## config.mk

```make
export PLATFORM = sky130hd
export DESIGN_NAME = ir_loader
export DESIGN_NICKNAME = d
export VERILOG_FILES = /design/src/rtl/ir_loader.sv
export SDC_FILE = /design/constraint.sdc
export NUM_CORES = 1
export LEC_CHECK = 0
export CAP_MARGIN = 20
export CORE_ASPECT_RATIO = 1.2
export CORE_MARGIN = 2
export CORE_UTILIZATION = 40
export CTS_BUF_LIST = sky130_fd_sc_hd__clkbuf_4 sky130_fd_sc_hd__clkbuf_8
export DETAILED_ROUTE_END_ITERATION = 8
export PLACE_DENSITY_LB_ADDON = 0.25
export SLEW_MARGIN = 25
export SYNTH_ARGS = -nofsm -noshare
export SYNTH_HDL_FRONTEND = slang
export SYNTH_SLANG_ARGS = --single-unit
export TNS_END_PERCENT = 100
```

## constraint.sdc

```tcl
create_clock -name clk -period 1.55 [get_ports clk]
set_input_delay 0.2325 -clock clk [delete_from_list [all_inputs] [get_ports clk]]
set_output_delay 0.2325 -clock clk [all_outputs]
set_load 0.005 [all_outputs]
```

## src/rtl/ir_loader.sv

```systemverilog
// ir_loader: streams instruction words from an upstream valid/ready source
// into the IR register file. Each accepted word is registered and written
// in the following cycle, so throughput is at most one word every two cycles.
//
// Optional build macro IR_LOADER_CHECKSUM_EN: accumulates a running sum of
// the accepted words, compares it against an expected sum sampled with the
// start request, and flags a mismatch on o_error together with o_done.
module ir_loader #(
  parameter int unsigned DATA_WIDTH = 16,
  parameter int unsigned ADDR_WIDTH = 8
) (
  input  logic                  clk,
  input  logic                  rst_n,
  input  logic                  i_load_start,
  input  logic [ADDR_WIDTH-1:0] i_load_base,
  input  logic [ADDR_WIDTH-1:0] i_load_len,
  input  logic                  i_bank,
  input  logic                  i_load_abort,
  input  logic                  i_data_valid,
  input  logic [DATA_WIDTH-1:0] i_data,
`ifdef IR_LOADER_CHECKSUM_EN
  input  logic [DATA_WIDTH-1:0] i_expected_sum,
  output logic [DATA_WIDTH-1:0] o_checksum,
`endif
  output logic                  o_data_ready,
  output logic                  o_ir_regfile_en,
  output logic                  o_ir_regfile_selection,
  output logic                  o_ir_read_or_write_en,
  output logic [ADDR_WIDTH-1:0] o_ir_pointer,
  output logic [DATA_WIDTH-1:0] o_ir_data,
  output logic                  o_busy,
  output logic                  o_done,
  output logic                  o_error
);

  typedef enum logic [1:0] {
    S_IDLE  = 2'd0,
    S_LOAD  = 2'd1,
    S_WRITE = 2'd2,
    S_DONE  = 2'd3
  } state_t;

  state_t                state;
  logic [ADDR_WIDTH-1:0] ptr;
  logic [ADDR_WIDTH-1:0] count;

`ifdef IR_LOADER_CHECKSUM_EN
  logic [DATA_WIDTH-1:0] expected_sum;

  // Sum of the words accepted so far plus the one completing the transfer
  // is already in o_checksum by the time the final WRITE retires.
  function automatic logic sum_mismatch(input logic [DATA_WIDTH-1:0] sum,
                                        input logic [DATA_WIDTH-1:0] exp_sum);
    return sum != exp_sum;
  endfunction
`endif

  // Load sequencer: state, transfer bookkeeping and all registered outputs.
  always_ff @(posedge clk or negedge rst_n) begin
    if (!rst_n) begin
      state                  <= S_IDLE;
      ptr                    <= '0;
      count                  <= '0;
      o_data_ready           <= 1'b0;
      o_ir_regfile_en        <= 1'b0;
      o_ir_regfile_selection <= 1'b0;
      o_ir_read_or_write_en  <= 1'b0;
      o_ir_pointer           <= '0;
      o_ir_data              <= '0;
      o_busy                 <= 1'b0;
      o_done                 <= 1'b0;
      o_error                <= 1'b0;
`ifdef IR_LOADER_CHECKSUM_EN
      expected_sum           <= '0;
      o_checksum             <= '0;
`endif
    end else begin
      // Single-cycle strobes default low every cycle.
      o_done                <= 1'b0;
      o_error               <= 1'b0;
      o_ir_regfile_en       <= 1'b0;
      o_ir_read_or_write_en <= 1'b0;

      case (state)
        S_IDLE: begin
          // A start in the same cycle as an abort is honoured; abort is a no-op here.
          if (i_load_start) begin
            ptr                    <= i_load_base;
            count                  <= i_load_len;
            o_ir_regfile_selection <= i_bank;
`ifdef IR_LOADER_CHECKSUM_EN
            expected_sum           <= i_expected_sum;
            o_checksum             <= '0;
`endif
            if (i_load_len != '0) begin
              state        <= S_LOAD;
              o_data_ready <= 1'b1;
              o_busy       <= 1'b1;
            end else begin
              state  <= S_DONE;
              o_done <= 1'b1;
`ifdef IR_LOADER_CHECKSUM_EN
              // Empty transfer sums to zero.
              o_error <= sum_mismatch('0, i_expected_sum);
`endif
            end
          end
        end

        S_LOAD: begin
          if (i_load_abort) begin
            // Drop any word offered this cycle; nothing reaches the regfile.
            state        <= S_IDLE;
            o_data_ready <= 1'b0;
            o_busy       <= 1'b0;
            o_error      <= 1'b1;
          end else if (i_data_valid && o_data_ready) begin
            state                 <= S_WRITE;
            o_data_ready          <= 1'b0;
            o_ir_pointer          <= ptr;
            o_ir_data             <= i_data;
            o_ir_regfile_en       <= 1'b1;
            o_ir_read_or_write_en <= 1'b1;
`ifdef IR_LOADER_CHECKSUM_EN
            o_checksum            <= o_checksum + i_data;
`endif
          end
        end

        S_WRITE: begin
          if (i_load_abort) begin
            state        <= S_IDLE;
            o_data_ready <= 1'b0;
            o_busy       <= 1'b0;
            o_error      <= 1'b1;
          end else begin
            // Pointer wraps silently at the top of the address space.
            ptr   <= ptr + ADDR_WIDTH'(1);
            count <= count - ADDR_WIDTH'(1);
            if (count == ADDR_WIDTH'(1)) begin
              state  <= S_DONE;
              o_busy <= 1'b0;
              o_done <= 1'b1;
`ifdef IR_LOADER_CHECKSUM_EN
              o_error <= sum_mismatch(o_checksum, expected_sum);
`endif
            end else begin
              state        <= S_LOAD;
              o_data_ready <= 1'b1;
            end
          end
        end

        S_DONE: begin
          state <= S_IDLE;
        end

        default: begin
          state        <= S_IDLE;
          o_data_ready <= 1'b0;
          o_busy       <= 1'b0;
        end
      endcase
    end
  end

endmodule

```

# After elaboration in Yosys (flattened, before gate mapping)
# Cells that the tools add are included.
dict set report totals {
  reg_bits 48
  latch_bits 0
  ramBits 0
  romBits 0
  inputBits 38
  memories 0
}
dict set report op_classes {
  addsub 2
  mul 0
  n_div 0
  order_cmp 0
  n_eq_ne 11
  shifts 0
  mux 34
  n_bitwise 1
  n_reduce_logical 12
}
# op count
set ops {}
lappend ops {{$mux W8} 4}
lappend ops {{$pmux W8 S2} 2}
lappend ops {{$mux W1} 18}
lappend ops {{$mux W2} 6}
lappend ops {{$reduce_and A5 Y1} 2}
lappend ops {{$ne A3 B3 Y1 const B} 3}
lappend ops {{$add A8 B1 Y8 const B} 1}
lappend ops {{$eq A8 B1 Y1 const B} 1}
lappend ops {{$ne A2 B2 Y1 const B} 4}
lappend ops {{$pmux W2 S4} 1}
lappend ops {{$reduce_bool A8 Y1} 1}
lappend ops {{$sub A8 B1 Y8 const B} 1}
lappend ops {{$pmux W1 S3} 2}
lappend ops {{$reduce_and A3 Y1} 2}
lappend ops {{$eq A2 B2 Y1 const B} 2}
lappend ops {{$reduce_and A2 Y1} 2}
lappend ops {{$reduce_bool A3 Y1} 1}
lappend ops {{$eq A2 B1 Y1 const B} 1}
lappend ops {{$logic_not A2 Y1} 1}
lappend ops {{$pmux W1 S2} 1}
lappend ops {{$reduce_bool A2 Y1} 1}
lappend ops {{$reduce_or A2 Y1} 1}
lappend ops {{$logic_and A1 B1 Y1} 1}
lappend ops {{$not A1 Y1} 1}

# Depth between registers and ports, before layout
dict set report logic_depth {
  ltp_word 4
  mapped_depth 9
  ltp_nobuf 7
}

# Least setup slack after synthesis
# OpenSTA, ideal clock, no wires.
dict set report synth_timing {
  path_type {flip-flop to flip-flop}
  startpoint {register state[0]}
  endpoint {register ptr[4]}
  setup_ns 0.133
  arrival_ns 1.571
  t_required_ns 1.417
  path_slack_ns -0.154
  stages_incl_launch_ff 8
  path_buffers 1
  period_less_slack_ns 1.704
  path_cell_list {dfrtp_1 > inv_1 > ha_1 > nor2b_1 > a211o_1 > clkbuf_1 > a22oi_1 > o21ai_0}
}
dict set report synth_via {
  elab_chain_cells 3
  word_cells_on_any_way 7
}
# item line_no
set synth_rtl {}
lappend synth_rtl {{start, declared} 43} ;# state_t state;
lappend synth_rtl {{start signal, assigned} 61} ;# state <= S_IDLE;
lappend synth_rtl {{start signal, assigned} 96} ;# state <= S_LOAD;
lappend synth_rtl {{start signal, assigned} 100} ;# state <= S_DONE;
lappend synth_rtl {{$eq A2 B2 Y1 / $logic_not A2 Y1 (equally long branches)} 84} ;# case (state)
lappend synth_rtl {{$ne A2 B2 Y1 (no line) / $reduce_bool A2 Y1 (equally long branches)} -}
lappend synth_rtl {{$reduce_and A3 Y1 (no line)} -}
lappend synth_rtl {{end signal, assigned} 88} ;# ptr <= i_load_base;
lappend synth_rtl {{end signal, assigned} 138} ;# ptr <= ptr + ADDR_WIDTH'(1);
lappend synth_rtl {{end, declared} 44} ;# logic [ADDR_WIDTH-1:0] ptr;
# Parallel ways exist; a longest one is shown, timed or not.
# A chain may end at the register's enable or synchronous reset.

# Worst setup path in the final report
dict set report layout_timing {
  startpoint {register state[1]}
  endpoint {register ptr[5]}
}
# Same word-level chain as after synthesis.

==> flow_results.xml <==
<?xml version="1.0" encoding="UTF-8"?>
<metrics>
  <group name="run_status">
    <metric name="status" unit="">finished, violations left</metric>
    <metric name="violations_in_the_final_reports" unit="">negative setup slack</metric>
  </group>
  <group name="grt">
    <metric name="grt_first_pass_wirelength" unit="mm">9.18</metric>
    <metric name="grt_overflow_total" unit="">0</metric>
    <metric name="grt_most_used_layer" unit="">met2</metric>
    <metric name="globalRouteMet3Util" unit="%">3.47</metric>
    <metric name="first_global_vias" unit="">2045</metric>
    <metric name="grt_max_degree" unit="">32</metric>
    <metric name="met2_usage" unit="%">31.1</metric>
    <metric name="groute.layer.met1.usage" unit="%">23.0</metric>
    <metric name="antenna_found_initial" unit="">0</metric>
    <metric name="gr-usage-all-layers" unit="%">18.2</metric>
  </group>
  <group name="pwr">
    <metric name="vdd_ir_drop_max" unit="V">0.00104</metric>
    <metric name="pwr_density_cell" unit="nW/um^2">1990</metric>
    <metric name="p_total" unit="mW">7.67</metric>
    <metric name="power.leakage" unit="nW">1.61</metric>
  </group>
  <group name="finish">
    <metric name="nNetsFinal" unit="">369</metric>
    <metric name="syn_to_final_growth" unit="%">65.9</metric>
    <metric name="share_of_post_route_cells_with_drive_strength_above_1" unit="%">40.6</metric>
    <metric name="most-common-layout-cells" unit="">sky130_fd_sc_hd__clkdlybuf4s50_1 (67), sky130_fd_sc_hd__dfrtp_1 (46), sky130_fd_sc_hd__buf_4 (36), sky130_fd_sc_hd__mux2_2 (25)</metric>
    <metric name="final_cells" unit="">389</metric>
    <metric name="post-route-cell-area" unit="sq um">3850</metric>
    <metric name="layout_commonest_cell" unit="">sky130_fd_sc_hd__clkdlybuf4s50_1</metric>
    <metric name="number_of_antenna_diodes" unit="">0</metric>
  </group>
  <group name="yosys">
    <metric name="postSynthNetCount" unit="">256</metric>
    <metric name="avgSynthCellArea" unit="sq um">11.0</metric>
    <metric name="synth_top_area_share" unit="%">51.8</metric>
    <metric name="post_synth_xor_area_fraction" unit="%">0</metric>
    <metric name="synth_cell_types" unit="">30</metric>
    <metric name="synth.area.mux_share" unit="%">15.1</metric>
    <metric name="synth_fa_ha_area_share" unit="%">3.77</metric>
    <metric name="mappedNetlistArea" unit="sq um">2320</metric>
    <metric name="synth_simple_gate_area_share" unit="%">13.3</metric>
    <metric name="yosys_warnings" unit="">0</metric>
    <metric name="synth_top_family_by_area" unit="">multiplexers</metric>
    <metric name="synth_compound_area_share" unit="%">12.2</metric>
    <metric name="synth_seq_area_share" unit="%">51.8</metric>
    <metric name="total_of_flip_flops_plus_latches_after_synthesis" unit="">48</metric>
    <metric name="yosys.area.top_type" unit="">sky130_fd_sc_hd__dfrtp_1</metric>
    <metric name="synth-main-ff-cell" unit="">sky130_fd_sc_hd__dfrtp_1</metric>
    <metric name="synth_enable_flop_cells" unit="">0</metric>
    <metric name="ys_async_sr_fraction" unit="%">100</metric>
    <metric name="synth_cells" unit="">211</metric>
    <metric name="ys_top_cells_by_area" unit="">sky130_fd_sc_hd__dfrtp_1 (52%), sky130_fd_sc_hd__mux2_2 (12%), sky130_fd_sc_hd__o21ai_0 (4.3%), sky130_fd_sc_hd__a22oi_1 (3.9%), sky130_fd_sc_hd__ha_1 (3.8%)</metric>
  </group>
  <group name="clock_network">
    <metric name="max-clock-path-buffers" unit="">2</metric>
    <metric name="cts.root.buffer_cell" unit="">sky130_fd_sc_hd__clkbuf_8</metric>
    <metric name="cts_num_sinks" unit="">48</metric>
    <metric name="clk-insertion-delay-late" unit="ns">0.30</metric>
    <metric name="clock_tree.htree_level_count" unit="">2</metric>
    <metric name="cts_tree" unit="">done</metric>
    <metric name="tritoncts.num_buffers" unit="">5</metric>
    <metric name="worst_setup_hold_path_clk_slew" unit="ns">0.09</metric>
  </group>
  <group name="place">
    <metric name="post-place-ws" unit="ns">-0.345</metric>
    <metric name="gpl.final_weighted_congestion" unit="">0.817</metric>
    <metric name="numPortBuffers" unit="">68</metric>
    <metric name="hpwlAfterDp" unit="mm">3.89</metric>
    <metric name="placement.cell_area" unit="sq um">3380</metric>
    <metric name="place_inst" unit="">370</metric>
  </group>
  <group name="floorplanning">
    <metric name="fp-row-count" unit="">30</metric>
    <metric name="die_w" unit="um">73.5</metric>
    <metric name="top_level_ports" unit="">69</metric>
    <metric name="fp.dieH" unit="um">87.4</metric>
    <metric name="start_util" unit="%">41.2</metric>
    <metric name="dieArea" unit="sq um">6430</metric>
    <metric name="core" unit="sq um">5630</metric>
  </group>
  <group name="setup_path">
    <metric name="worstSetupEndpointType" unit="">flop</metric>
    <metric name="worstPathArrival" unit="ns">1.94</metric>
    <metric name="timing.critical_path.from_type" unit="">flop</metric>
    <metric name="crit_path_max_fanout" unit="">8</metric>
    <metric name="cp_data_required_time" unit="ns">1.79</metric>
    <metric name="criticalPathCategory" unit="">reg -&gt; reg</metric>
  </group>
  <group name="timing">
    <metric name="setup_viol" unit="">41</metric>
    <metric name="finalHoldViolCount" unit="">0</metric>
    <metric name="timing.hold.ws" unit="ns">0.425</metric>
    <metric name="rsz0062_at_grt" unit="">true</metric>
    <metric name="timing.final.crit_period" unit="ns">1.70</metric>
    <metric name="slew-limit-headroom" unit="%">69.5</metric>
    <metric name="max_clock_freq" unit="GHz">0.587</metric>
    <metric name="post-route-worst-setup-slack" unit="ns">-0.153</metric>
    <metric name="drv_slew" unit="">0</metric>
    <metric name="min_period_over_period" unit="%">110</metric>
    <metric name="finClkSkew" unit="ns">0.00600</metric>
    <metric name="tightestPinTransition" unit="ns">0.453</metric>
  </group>
  <group name="route">
    <metric name="drt_pre_antenna_iters" unit="">5</metric>
    <metric name="finalWirelength" unit="mm">5.94</metric>
    <metric name="route.vias.total" unit="">2074</metric>
    <metric name="first_iter_violations" unit="">148</metric>
    <metric name="routed_via_density" unit="">5.33</metric>
    <metric name="ant_nets" unit="">0</metric>
    <metric name="route.detailed.drc" unit="">0</metric>
    <metric name="wire_per_inst" unit="um">15.3</metric>
  </group>
  <group name="min_path">
    <metric name="min-delay-path-class" unit="">in -&gt; async</metric>
  </group>
  <group name="run">
    <metric name="maxCapViolations" unit="">0</metric>
  </group>
</metrics>
[critical path, cell delays in order, from the launching register on]
cell and delay, ns:
sky130_fd_sc_hd__dfrtp_1 0.41, sky130_fd_sc_hd__buf_6 0.13, sky130_fd_sc_hd__ha_4 0.17, sky130_fd_sc_hd__a211o_4 0.42
sky130_fd_sc_hd__buf_16 0.18, sky130_fd_sc_hd__nor3_4 0.16, sky130_fd_sc_hd__a21oi_2 0.05, sky130_fd_sc_hd__o21ai_1 0.11
[worst paths after layout]
kind | end | cells after the start | startpoint | slack, ns
worst max-delay path | ptr[5]$_DFFE_PN0P_ | 7 | state[1]$_DFFE_PN0P_ | -0.15
worst min-delay path | o_ir_data[5]$_DFFE_PN0P_ | 2 | rst_n | 0.43
worst max register to register | ptr[5]$_DFFE_PN0P_ | 7 | state[1]$_DFFE_PN0P_ | -0.15
worst min register to register | o_ir_pointer[0]$_DFFE_PN0P_ | 2 | o_ir_pointer[0]$_DFFE_PN0P_ | 0.50
max in group asynchronous | ptr[0]$_DFFE_PN0P_ | 3 | rst_n | 0.60
min in group clk | o_ir_pointer[0]$_DFFE_PN0P_ | 2 | o_ir_pointer[0]$_DFFE_PN0P_ | 0.50
[sequential cells by signal, summed over array words and instances, names as in the netlist]
name,cells
count,8
o_busy,1
o_data_ready,1
o_done,1
o_error,1
o_ir_data,16
o_ir_pointer,8
o_ir_read_or_write_en,1
o_ir_regfile_selection,1
ptr,8
state,2
[per-layer routing]
layer  share of wire (%)  routed length (um)
met3                 5.0                 298
met5                   0                   0
met2                  51                3050
met4                 2.5                 146
met1                  41                2440
[cell type report]
class | instances | area [sq um]
clock inverter | 2 | 15.0
fill | 418 | 1780
inverter | 7 | 31.3
clock buffer | 6 | 82.6
multi-input combinational | 147 | 1290
timing repair buffer | 115 | 1150
tap | 64 | 80.1
sequential | 48 | 1200
[cells in the mapped netlist (2+ instances only)]
cell                        n
sky130_fd_sc_hd__ha_1       7
sky130_fd_sc_hd__nor2_1    13
sky130_fd_sc_hd__nand2_1   16
sky130_fd_sc_hd__clkbuf_1   3
sky130_fd_sc_hd__nor3_1    11
sky130_fd_sc_hd__or3_4      2
sky130_fd_sc_hd__buf_2      2
sky130_fd_sc_hd__o21ai_0   20
sky130_fd_sc_hd__or2_2      2
sky130_fd_sc_hd__nor4_1     2
sky130_fd_sc_hd__a21oi_1   11
sky130_fd_sc_hd__nand3_1    5
sky130_fd_sc_hd__nor2b_1    3
sky130_fd_sc_hd__buf_6      3
sky130_fd_sc_hd__dfrtp_1   48
sky130_fd_sc_hd__mux2_2    25
sky130_fd_sc_hd__a22oi_1   12
sky130_fd_sc_hd__or3_1      2
sky130_fd_sc_hd__mux2i_1    7
sky130_fd_sc_hd__inv_1      7
[stage by stage]
stage | utilization, % | TNS [ns]
4_1_cts | 65.3 | -2.45
3_5_place_dp | 60.0 | -8.63
2_1_floorplan | - | -0.856
5_1_grt | 68.4 | -5.99
3_3_place_gp | 60.0 | -7.50
6_report | 68.4 | -3.62
[cells by family (layout without fill, tap and decap cells)]
group                      count (synthesis)  in the layout
and+or+nand+nor                           60             60
AOI/OAI and AO/OA                         48             48
buffers and inverters                     16            130
muxes                                     32             32
DFF                                       48             48
adders and majority gates                  7              7
[repair_timing]
action                                  in CTS  in global routing
setup buffers                                3                  4
gates resized for setup                     32                 35
gates cloned                                 2                  1
hold buffers                                 1                  0
pin swaps                                    7                  9
endpoints found under the setup margin      40                 45
endpoints found under the hold margin       17                  0
[power by group]
group	leakage [nW]	switching (mW)	internal, mW
Sequential	0.595	0.406	1.84
Clock	0.0434	0.429	0.362
Combinational	0.976	1.89	2.75
Total	1.61	2.72	4.95
(Power assumes the default switching activity.)
